<file path="src/rtl/mem_arb_pkg.sv">
// Shared types for the two-master memory arbiter: FSM states, master ids,
// pending-slot payload and the default response watchdog limit.
package mem_arb_pkg;

   localparam int TIMEOUT_CYCLES_DEF = 256;

   typedef enum logic [1:0] {
      ST_IDLE  = 2'd0,
      ST_ISSUE = 2'd1,
      ST_WAIT  = 2'd2
   } arb_state_t;

   typedef logic mst_id_t;

   localparam mst_id_t MST_M0 = 1'b0;
   localparam mst_id_t MST_M1 = 1'b1;

   typedef struct packed {
      logic        we;
      logic [3:0]  be;
      logic [31:0] addr;
      logic [31:0] wdata;
   } slot_t;

endpackage

</file>
<file path="src/rtl/arb_req_slot.sv">
// One-entry pending request slot for a single master: captures a request
// pulse, holds it until the arbiter clears it, and flags overflow.
module arb_req_slot
   import mem_arb_pkg::*;
(
   input  logic        clk,
   input  logic        rst,
   input  logic        req,
   input  logic        we,
   input  logic [3:0]  be,
   input  logic [31:0] addr,
   input  logic [31:0] wdata,
   input  logic        clr,
   output logic        full,
   output slot_t       slot,
   output logic        ovf
);

   logic accept;

   // A clear on the same edge frees the slot, so a back-to-back request is accepted.
   assign accept = req && (!full || clr);
   assign ovf    = req && full && !clr;

   always_ff @(posedge clk or posedge rst) begin
      if (rst) begin
         full <= 1'b0;
      end else if (accept) begin
         full <= 1'b1;
      end else if (clr) begin
         full <= 1'b0;
      end
   end

   // Payload is only meaningful while full is set, so it carries no reset.
   always_ff @(posedge clk) begin
      if (accept) begin
         slot <= '{we: we, be: be, addr: addr, wdata: wdata};
      end
   end

endmodule

</file>
<file path="src/rtl/mem_arbiter.sv">
// Two-master (D-cache m0, I-cache m1) arbiter onto one memory port with a
// response watchdog. Define ARB_RR_EN for round-robin, else m0 has fixed priority.
module mem_arbiter
   import mem_arb_pkg::*;
#(
   parameter int TIMEOUT_CYCLES = TIMEOUT_CYCLES_DEF
)
(
   input  logic        clk,
   input  logic        rst,
   input  logic        m0_req,
   input  logic        m0_we,
   input  logic [3:0]  m0_be,
   input  logic [31:0] m0_addr,
   input  logic [31:0] m0_wdata,
   output logic [31:0] m0_rdata,
   output logic        m0_rvalid,
   output logic        m0_fault,
   input  logic        m1_req,
   input  logic        m1_we,
   input  logic [3:0]  m1_be,
   input  logic [31:0] m1_addr,
   input  logic [31:0] m1_wdata,
   output logic [31:0] m1_rdata,
   output logic        m1_rvalid,
   output logic        m1_fault,
   output logic        mem_req,
   output logic        mem_we,
   output logic [3:0]  mem_be,
   output logic [31:0] mem_addr,
   output logic [31:0] mem_wdata,
   input  logic [31:0] mem_rdata,
   input  logic        mem_rvalid,
   input  logic        mem_fault,
   output logic        arb_err
);

   localparam int WD_W = (TIMEOUT_CYCLES > 1) ? $clog2(TIMEOUT_CYCLES) : 1;
   localparam logic [WD_W-1:0] WD_LAST = WD_W'(TIMEOUT_CYCLES - 1);

   arb_state_t      state;
   mst_id_t         owner;
   mst_id_t         winner;
   logic [WD_W-1:0] wd_cnt;
   logic [1:0]      full;
   logic [1:0]      ovf;
   logic [1:0]      clr;
   slot_t           s0;
   slot_t           s1;
   slot_t           own_slot;
   logic            issue;
   logic            in_wait;
   logic            timeout;
   logic            rsp_any;
   logic            done;
   logic            own_rv;
   logic            own_ft;
   logic [31:0]     own_rd;

   arb_req_slot u_slot0 (
      .clk   (clk),
      .rst   (rst),
      .req   (m0_req),
      .we    (m0_we),
      .be    (m0_be),
      .addr  (m0_addr),
      .wdata (m0_wdata),
      .clr   (clr[0]),
      .full  (full[0]),
      .slot  (s0),
      .ovf   (ovf[0])
   );

   arb_req_slot u_slot1 (
      .clk   (clk),
      .rst   (rst),
      .req   (m1_req),
      .we    (m1_we),
      .be    (m1_be),
      .addr  (m1_addr),
      .wdata (m1_wdata),
      .clr   (clr[1]),
      .full  (full[1]),
      .slot  (s1),
      .ovf   (ovf[1])
   );

`ifdef ARB_RR_EN
   mst_id_t rr_ptr;
   assign winner = (full == 2'b11) ? rr_ptr : (full[1] ? MST_M1 : MST_M0);
`else
   assign winner = full[0] ? MST_M0 : MST_M1;
`endif

   assign in_wait = (state == ST_WAIT);
   assign timeout = in_wait && (wd_cnt == WD_LAST);
   assign rsp_any = in_wait && (mem_rvalid || mem_fault);
   assign done    = rsp_any || timeout;
   // A real response beats a coincident timeout; mem_fault beats mem_rvalid.
   assign own_ft  = in_wait && (mem_fault || (!mem_rvalid && timeout));
   assign own_rv  = in_wait && mem_rvalid && !mem_fault;
   assign own_rd  = rsp_any ? mem_rdata : '0;

   assign clr[0] = done && (owner == MST_M0);
   assign clr[1] = done && (owner == MST_M1);

   assign m0_rvalid = own_rv && (owner == MST_M0);
   assign m0_fault  = own_ft && (owner == MST_M0);
   assign m0_rdata  = (owner == MST_M0) ? own_rd : '0;
   assign m1_rvalid = own_rv && (owner == MST_M1);
   assign m1_fault  = own_ft && (owner == MST_M1);
   assign m1_rdata  = (owner == MST_M1) ? own_rd : '0;

   assign own_slot  = (owner == MST_M1) ? s1 : s0;
   assign issue     = (state == ST_ISSUE);
   assign mem_req   = issue;
   assign mem_we    = issue && own_slot.we;
   assign mem_be    = issue ? own_slot.be    : '0;
   assign mem_addr  = issue ? own_slot.addr  : '0;
   assign mem_wdata = issue ? own_slot.wdata : '0;

   always_ff @(posedge clk or posedge rst) begin
      if (rst) begin
         state   <= ST_IDLE;
         owner   <= MST_M0;
         wd_cnt  <= '0;
         arb_err <= 1'b0;
`ifdef ARB_RR_EN
         rr_ptr  <= MST_M0;
`endif
      end else begin
         arb_err <= |ovf;
         case (state)
            ST_IDLE: begin
               if (|full) begin
                  owner <= winner;
                  state <= ST_ISSUE;
`ifdef ARB_RR_EN
                  rr_ptr <= ~winner;
`endif
               end
            end
            ST_ISSUE: begin
               wd_cnt <= '0;
               state  <= ST_WAIT;
            end
            ST_WAIT: begin
               if (done) begin
                  state <= ST_IDLE;
               end else begin
                  wd_cnt <= wd_cnt + WD_W'(1);
               end
            end
            default: state <= ST_IDLE;
         endcase
      end
   end

endmodule

</file>
<file path="config.mk">
export PLATFORM = sky130hd
export DESIGN_NAME = mem_arbiter
export DESIGN_NICKNAME = d
export VERILOG_FILES = /design/src/rtl/mem_arb_pkg.sv /design/src/rtl/arb_req_slot.sv /design/src/rtl/mem_arbiter.sv
export SDC_FILE = /design/constraint.sdc
export NUM_CORES = 1
export LEC_CHECK = 0
export BUFFER_PORTS_ARGS = -buffer_cell sky130_fd_sc_hd__buf_2
export CAP_MARGIN = 30
export CORE_AREA = 2 2 121 123
export CTS_BUF_LIST = sky130_fd_sc_hd__clkbuf_4 sky130_fd_sc_hd__clkbuf_8 sky130_fd_sc_hd__clkbuf_16
export CTS_CLUSTER_DIAMETER = 40
export DETAILED_ROUTE_END_ITERATION = 10
export DIE_AREA = 0 0 123 125
export HOLD_SLACK_MARGIN = 0.1
export PLACE_DENSITY = 0.79
export SLEW_MARGIN = 15
export SYNTH_ARGS = -nofsm -noshare
export SYNTH_HDL_FRONTEND = slang
export SYNTH_SLANG_ARGS = --single-unit
</file>
<file path="constraint.sdc">
create_clock -name clk -period 5.2 [get_ports clk]
set_clock_uncertainty 0.05 [all_clocks]
set_input_delay 1.04 -clock clk [delete_from_list [all_inputs] [get_ports clk]]
set_output_delay 1.04 -clock clk [all_outputs]
set_load 0.1 [all_outputs]
</file>
==> results.yml, run 1 <==
sta:
  finalHoldViolCount: 0
  worst_slack_ns: 1.32
  relSlewSlack_pct: 37.2
  min_period_ns: 3.88
  rsz0062_at_grt: "false"
  worstMarginPinSlew_ns: 0.943
  drv_slew: 0
  fin_tns_setup_ns: 0
  clock.fmax_mhz: 258
  timing.final.crit_share_pct: 74.6
  setup_violations: 0
clock_network:
  cts_max_level: 4
  ctsResizeCount: 0
  cts_tree: "done"
  clock_path_buffers: 2
  clk_pin_slew_ns: 0.06
  post_cts_buffers: 0
  cts_root_buf: "clkbuf_16"
  worstSkewPairLatency_ns: 0.41
  clock-sinks: 152
  holdBufCountCts: 0
  cts_buffers: 17
setup_path:
  cp_max_fo: 41
  arrival_ns: 2.79
  r2r_slack_ns: 1.62
  setup.worst_path.end: "m0_rdata[4]"
  crit_path_start: "owner"
  endpoint_kind: "output port"
  path_class: "reg2out"
  crit_required_ns: 4.11
  r2r-start: "owner"
  worstRegToRegCells: 5
  reg2reg_to: "u_slot0.slot[54]"
  cp-start-kind: "flop"
global_routing:
  grt_pass1_vias: 4701
  track_usage_pct: 20.9
  grt_pass1_wl_um: 23900
  gr-total-overflow: 0
  grt_max_degree: 70
  antenna_found_initial: 1
synthesis:
  yosys-top-cells-area: "edfxtp_1 65%, mux2i_1 11%, and2_1 6.3%"
  synthFlopType: "edfxtp_1"
  synthCells: 446
  netlist.area_leader.share_pct: 65.0
  syn_avg_cell_area_um2: 14.3
  synthDistinctLibCells: 36
  synth_nets: 623
  synth_seq_cells: 152
  synth_area_mm2: 0.00638
  ys_async_sr_fraction_pct: 9.21
  synth_enable_flop_cells: 138
  synth_area_leader_cell: "edfxtp_1"
  yosys_warnings: 0
  yosysSeqAreaShare_pct: 70.5
hold_path:
  hold_path_class: "reg2reg"
place:
  place_ws_ns: 1.58
  port_buffers: 314
  gp_congestion: 0.803
  post-dp-hpwl_um: 12000
floorplan:
  initial_core_util_pct: 44.9
  core_mm2: 0.0142
  ioPinCount: 315
  die_x_um: 123
  dieArea_mm2: 0.0154
  die_y_um: 125
  rows: 44
layout:
  nNetsFinal: 940
  final_common_cell: "buf_2"
  n_fill_cell: 1114
  drive_above_1_share_pct: 46.3
  layout.cells.most_common_list: "314 x buf_2, 138 x edfxtp_1, 81 x nor2_1, 69 x mux2i_1, 64 x and2_1"
  area.growth.synth_to_final_pct: 36.2
route:
  wl_um: 16300
  post_drt_wl_per_cell_um: 16.9
  detail-route-antenna-nets: 0
  drc: 0
  dr.first_iter.drc_count: 160
  vias_per_cell: 4.94
  num_vias: 4746
  dr.pass1.iters: 4
power_and_ir_drop:
  cellPowerDensity_mw_per_mm2: 669
  p_leak_nw: 3.96
  vdd_drop_max_uv: 418
run:
  cap_violations: 0
run_status:
  status: "complete, no violations"
## worst max-delay path, cell delays in order, from the launching register on
cell     delay [ns]
dfrtp_4        0.73
or3b_1         0.55
nor2_4         0.44
and2_1         0.23
buf_2          0.43
## cells by family (layout without fill, tap and decap cells)
kind of cell,after synthesis,in the layout,synth area share (%)
multiplexers,69,69,10.8
flip-flops,152,152,70.5
other,0,1,0
AO/OA/AOI/OAI,20,20,2.18
buffers and inverters,25,354,1.65
adder cells (fa/ha/maj),1,1,0.196
AND/OR/NAND/NOR,177,177,14.4
XOR/XNOR,2,2,0.275
## routing by layer
metal  vias to the layer above  share of wire (%)  global-route usage [%]
met2                       237                 54                    38.9
met5                         -                  0                       0
li1                       2236                  -                       -
met1                      2248                 35                    22.3
met3                        25                7.9                    5.47
met4                         0                2.3                    7.89
## report_power, final
group	switching, W	internal (W)
clock	0.000476	0.000615
sequential	0.000132	0.00154
combinational	0.00253	0.000515
total	0.00314	0.00267
## through the flow
step	cell area [um^2]	util [%]	power, W	cells	hold WS (ns)
2_1_floorplan	6380	-	0.00426	446	0.426
3_5_place_dp	8150	57.4	0.00476	928	0.474
4_1_cts	8680	61.1	0.00586	959	0.485
6_report	8680	61.1	0.00581	960	0.483
3_3_place_gp	8150	57.4	0.00472	928	0.457
5_1_grt	8680	61.1	0.00601	960	0.515
## registers in the layout, indices dropped and copies added, names as in the netlist
register	count
u_slot0.slot	69
u_slot1.full	1
owner	1
u_slot0.full	1
wd_cnt	8
state	2
arb_err	1
u_slot1.slot	69
## worst min path at each step
stage | depth (start not counted) | startpoint | end
2_1_floorplan | 1 | u_slot0.full | owner
6_report | 2 | wd_cnt[1] | wd_cnt[1]
3_3_place_gp | 1 | wd_cnt[0] | wd_cnt[0]
5_1_grt | 1 | u_slot0.full | owner
4_1_cts | 2 | wd_cnt[1] | wd_cnt[1]
3_5_place_dp | 2 | wd_cnt[1] | wd_cnt[1]
## synthesized netlist by cell type (all sizes together), types with 2 or more instances
library cell,n
nand3,3
mux2i,69
and3,3
clkbuf,15
and2,64
xor2,2
nand2,6
inv,3
nor2b,3
nor3,4
nor2,82
nor3b,2
a31oi,3
edfxtp,138
o211ai,3
buf,7
o21ai,5
a21oi,5
or2,2
dfrtp,14
## area by class of cell
cell class                 instances  area (um^2)  share of cell area, %
antenna                            1         2.50                 0.0288
multi-input combinational        269         1790                   20.7
clock inverter                    13         98.8                   1.14
inverter                           3         11.3                  0.130
sequential                       152         4500                   51.8
timing repair buffer             320         1620                   18.6
tap                              184          230                   2.65
clock buffer                      18          433                   4.98
Note: power is estimated with default switching activity, not from simulation.
==> inputs of run 2 (changes only) <==
==> constraint.sdc (replaced) <==
create_clock -name clk -period 3.9 [get_ports clk]
set_clock_uncertainty 0.05 [all_clocks]
set_input_delay 0.78 -clock clk [delete_from_list [all_inputs] [get_ports clk]]
set_output_delay 0.78 -clock clk [all_outputs]
set_load 0.1 [all_outputs]
==> run 2 against run 1 <==
Sequential power is 28% higher. Non-clock buffer count fell by 1. Largest cell class unchanged. Critical endpoint is now m1_rdata[5]. Clock-buffer cell count is 1 lower. Register-to-register slack got worse by 0.30 ns. First-iteration DRC count up 59%. Wire length fell by 5.1%. Sequential share of layout area shrank 0.30 points. Die area is the same.
==> results.yml, run 2 (same netlist as run 1, synthesis figures left out) <==
run_status:
  status: "complete, no violations"
route:
  dr.pass1.iters: 6
  detail-route-antenna-nets: 0
  drc: 0
  dr.first_iter.drc_count: 254
  vias_per_cell: 4.93
  wl_um: 15400
  num_vias: 4732
  post_drt_wl_per_cell_um: 16.1
setup_path:
  cp_slowest_cell: "dfrtp_4"
  r2r_slack_ns: 1.32
  crit_required_ns: 3.07
  arrival_ns: 2.70
  cp-start-kind: "flop"
  cp_max_fo: 74
  r2r-start: "owner"
  worstRegToRegCells: 5
  setup.worst_path.end: "m1_rdata[5]"
  path_class: "reg2out"
  cp.depth: 6
  critPathBufInv: 3
  crit_path_start: "owner"
  crit_chain: "buf_12 -> nand3b_1 -> nor2_1 -> buf_4 -> and2_1 -> buf_2"
  reg2reg_to: "u_slot0.slot[62]"
  cpLargestDelayFamily: "buffers and inverters"
  endpoint_kind: "output port"
  max_stage_delay_ns: 0.42
power_and_ir_drop:
  cellInternalPower_w: 0.00363
  seqPwrFrac_pct: 27.2
  switching_power_w: 0.00419
  cellPowerDensity_mw_per_mm2: 895
  p_sw_share_pct: 53.5
  p_leak_nw: 3.98
  clock_power_share_pct: 19.4
  vdd_drop_max_uv: 654
  p_comb_share_pct: 53.4
clock_network:
  clk_pin_slew_ns: 0.06
  ctsResizeCount: 0
  clock-sinks: 152
  post_cts_buffers: 0
  cts_max_level: 4
  cts_buffers: 17
  worstSkewPairLatency_ns: 0.41
  clock_path_buffers: 2
  holdBufCountCts: 0
  cts_root_buf: "clkbuf_16"
  cts_tree: "done"
sta:
  drv_slew: 0
  worstMarginPinSlew_ns: 0.695
  rsz0062_at_grt: "false"
  fin_tns_setup_ns: 0
  min_period_ns: 3.53
  clock.fmax_mhz: 284
  setup_violations: 0
  worst_slack_ns: 0.374
  finalHoldViolCount: 0
  timing.final.crit_share_pct: 90.4
  relSlewSlack_pct: 53.7
place:
  port_buffers: 314
  post-dp-hpwl_um: 11100
  gp_congestion: 0.790
  place_ws_ns: 0.701
  dpl_cell_area_mm2: 0.00818
floorplan:
  core_mm2: 0.0142
  die_y_um: 125
  ioPinCount: 315
  die_x_um: 123
  dieArea_mm2: 0.0154
  initial_core_util_pct: 44.9
  rows: 44
global_routing:
  antenna_found_initial: 1
  grt_pass1_wl_um: 22900
  grt_max_degree: 75
  track_usage_pct: 19.9
  grt_pass1_vias: 4728
  gr-total-overflow: 0
layout:
  area.growth.synth_to_final_pct: 37.0
  final_design_area_no_fill_mm2: 0.00874
  nNetsFinal: 939
  final_common_cell: "buf_2"
  reg_top3: "u_slot0.slot x69, u_slot1.slot x69, wd_cnt x8"
  n_fill_cell: 1105
  layout.cells.most_common_list: "314 x buf_2, 138 x edfxtp_1, 81 x nor2_1, 69 x mux2i_1, 64 x and2_1"
  drive_above_1_share_pct: 46.3
run:
  cap_violations: 0
hold_path:
  hold_path_class: "in2async"
==> run 2: metrics by stage <==
step | std cells | power (W) | util (%) | hold WS (ns)
floorplan | 446 | 0.00567 | - | 0.426
global placement | 927 | 0.00632 | 57.6 | 0.444
detailed placement | 927 | 0.00636 | 57.6 | 0.445
CTS | 959 | 0.00787 | 61.5 | 0.361
global route | 960 | 0.00809 | 61.5 | 0.387
finish | 960 | 0.00782 | 61.5 | 0.348
==> run 2: worst min path at each step <==
stage / depth (start not counted) / slack (ns) / to / from
after floorplan: 1 / 0.43 / owner / u_slot0.full
after global placement: 1 / 0.44 / owner / u_slot0.full
after detailed placement: 1 / 0.45 / owner / u_slot0.full
after CTS: 2 / 0.36 / wd_cnt[7] / rst
after global routing: 2 / 0.39 / state[1] / rst
final: 2 / 0.35 / state[0] / rst
==> run 2: power groups by stage <==
stage	Sequential, W	Combinational (W)	Clock, W
6_report	0.00213	0.00418	0.00152
3_5_place_dp	0.00216	0.00420	0
3_3_place_gp	0.00215	0.00417	0
5_1_grt	0.00214	0.00434	0.00160
4_1_cts	0.00213	0.00421	0.00154
2_1_floorplan	0.00217	0.00350	0
==> run 2: worst reg2reg max path: stages (launching register included) <==
cell	delay [ns]
dfrtp_4	0.48
or3b_1	0.48
nor2_4	0.48
nor3b_1	0.19
nor2b_4	0.16
buf_12	0.35
==> run 2: cell type report <==
| class | count | area [um^2] | area share (%) |
|---|---|---|---|
| clock inverters | 15 | 128 | 1.46 |
| repair buffers | 319 | 1650 | 18.8 |
| flip-flops and latches | 152 | 4500 | 51.5 |
| diodes | 1 | 2.50 | 0.0286 |
| inverters | 3 | 11.3 | 0.129 |
| clock buffers | 17 | 425 | 4.87 |
| multi-input cells | 269 | 1790 | 20.5 |
| well taps | 184 | 230 | 2.64 |
==> run 2: layer usage <==
| metal | part of all wire, % | vias to the layer above | GRT usage [%] |
|---|---|---|---|
| li1 | - | 2226 | - |
| met5 | 0 | - | 0 |
| met4 | 2.6 | 0 | 8.22 |
| met3 | 9.0 | 30 | 6.93 |
| met2 | 54 | 222 | 36.9 |
| met1 | 35 | 2254 | 19.8 |
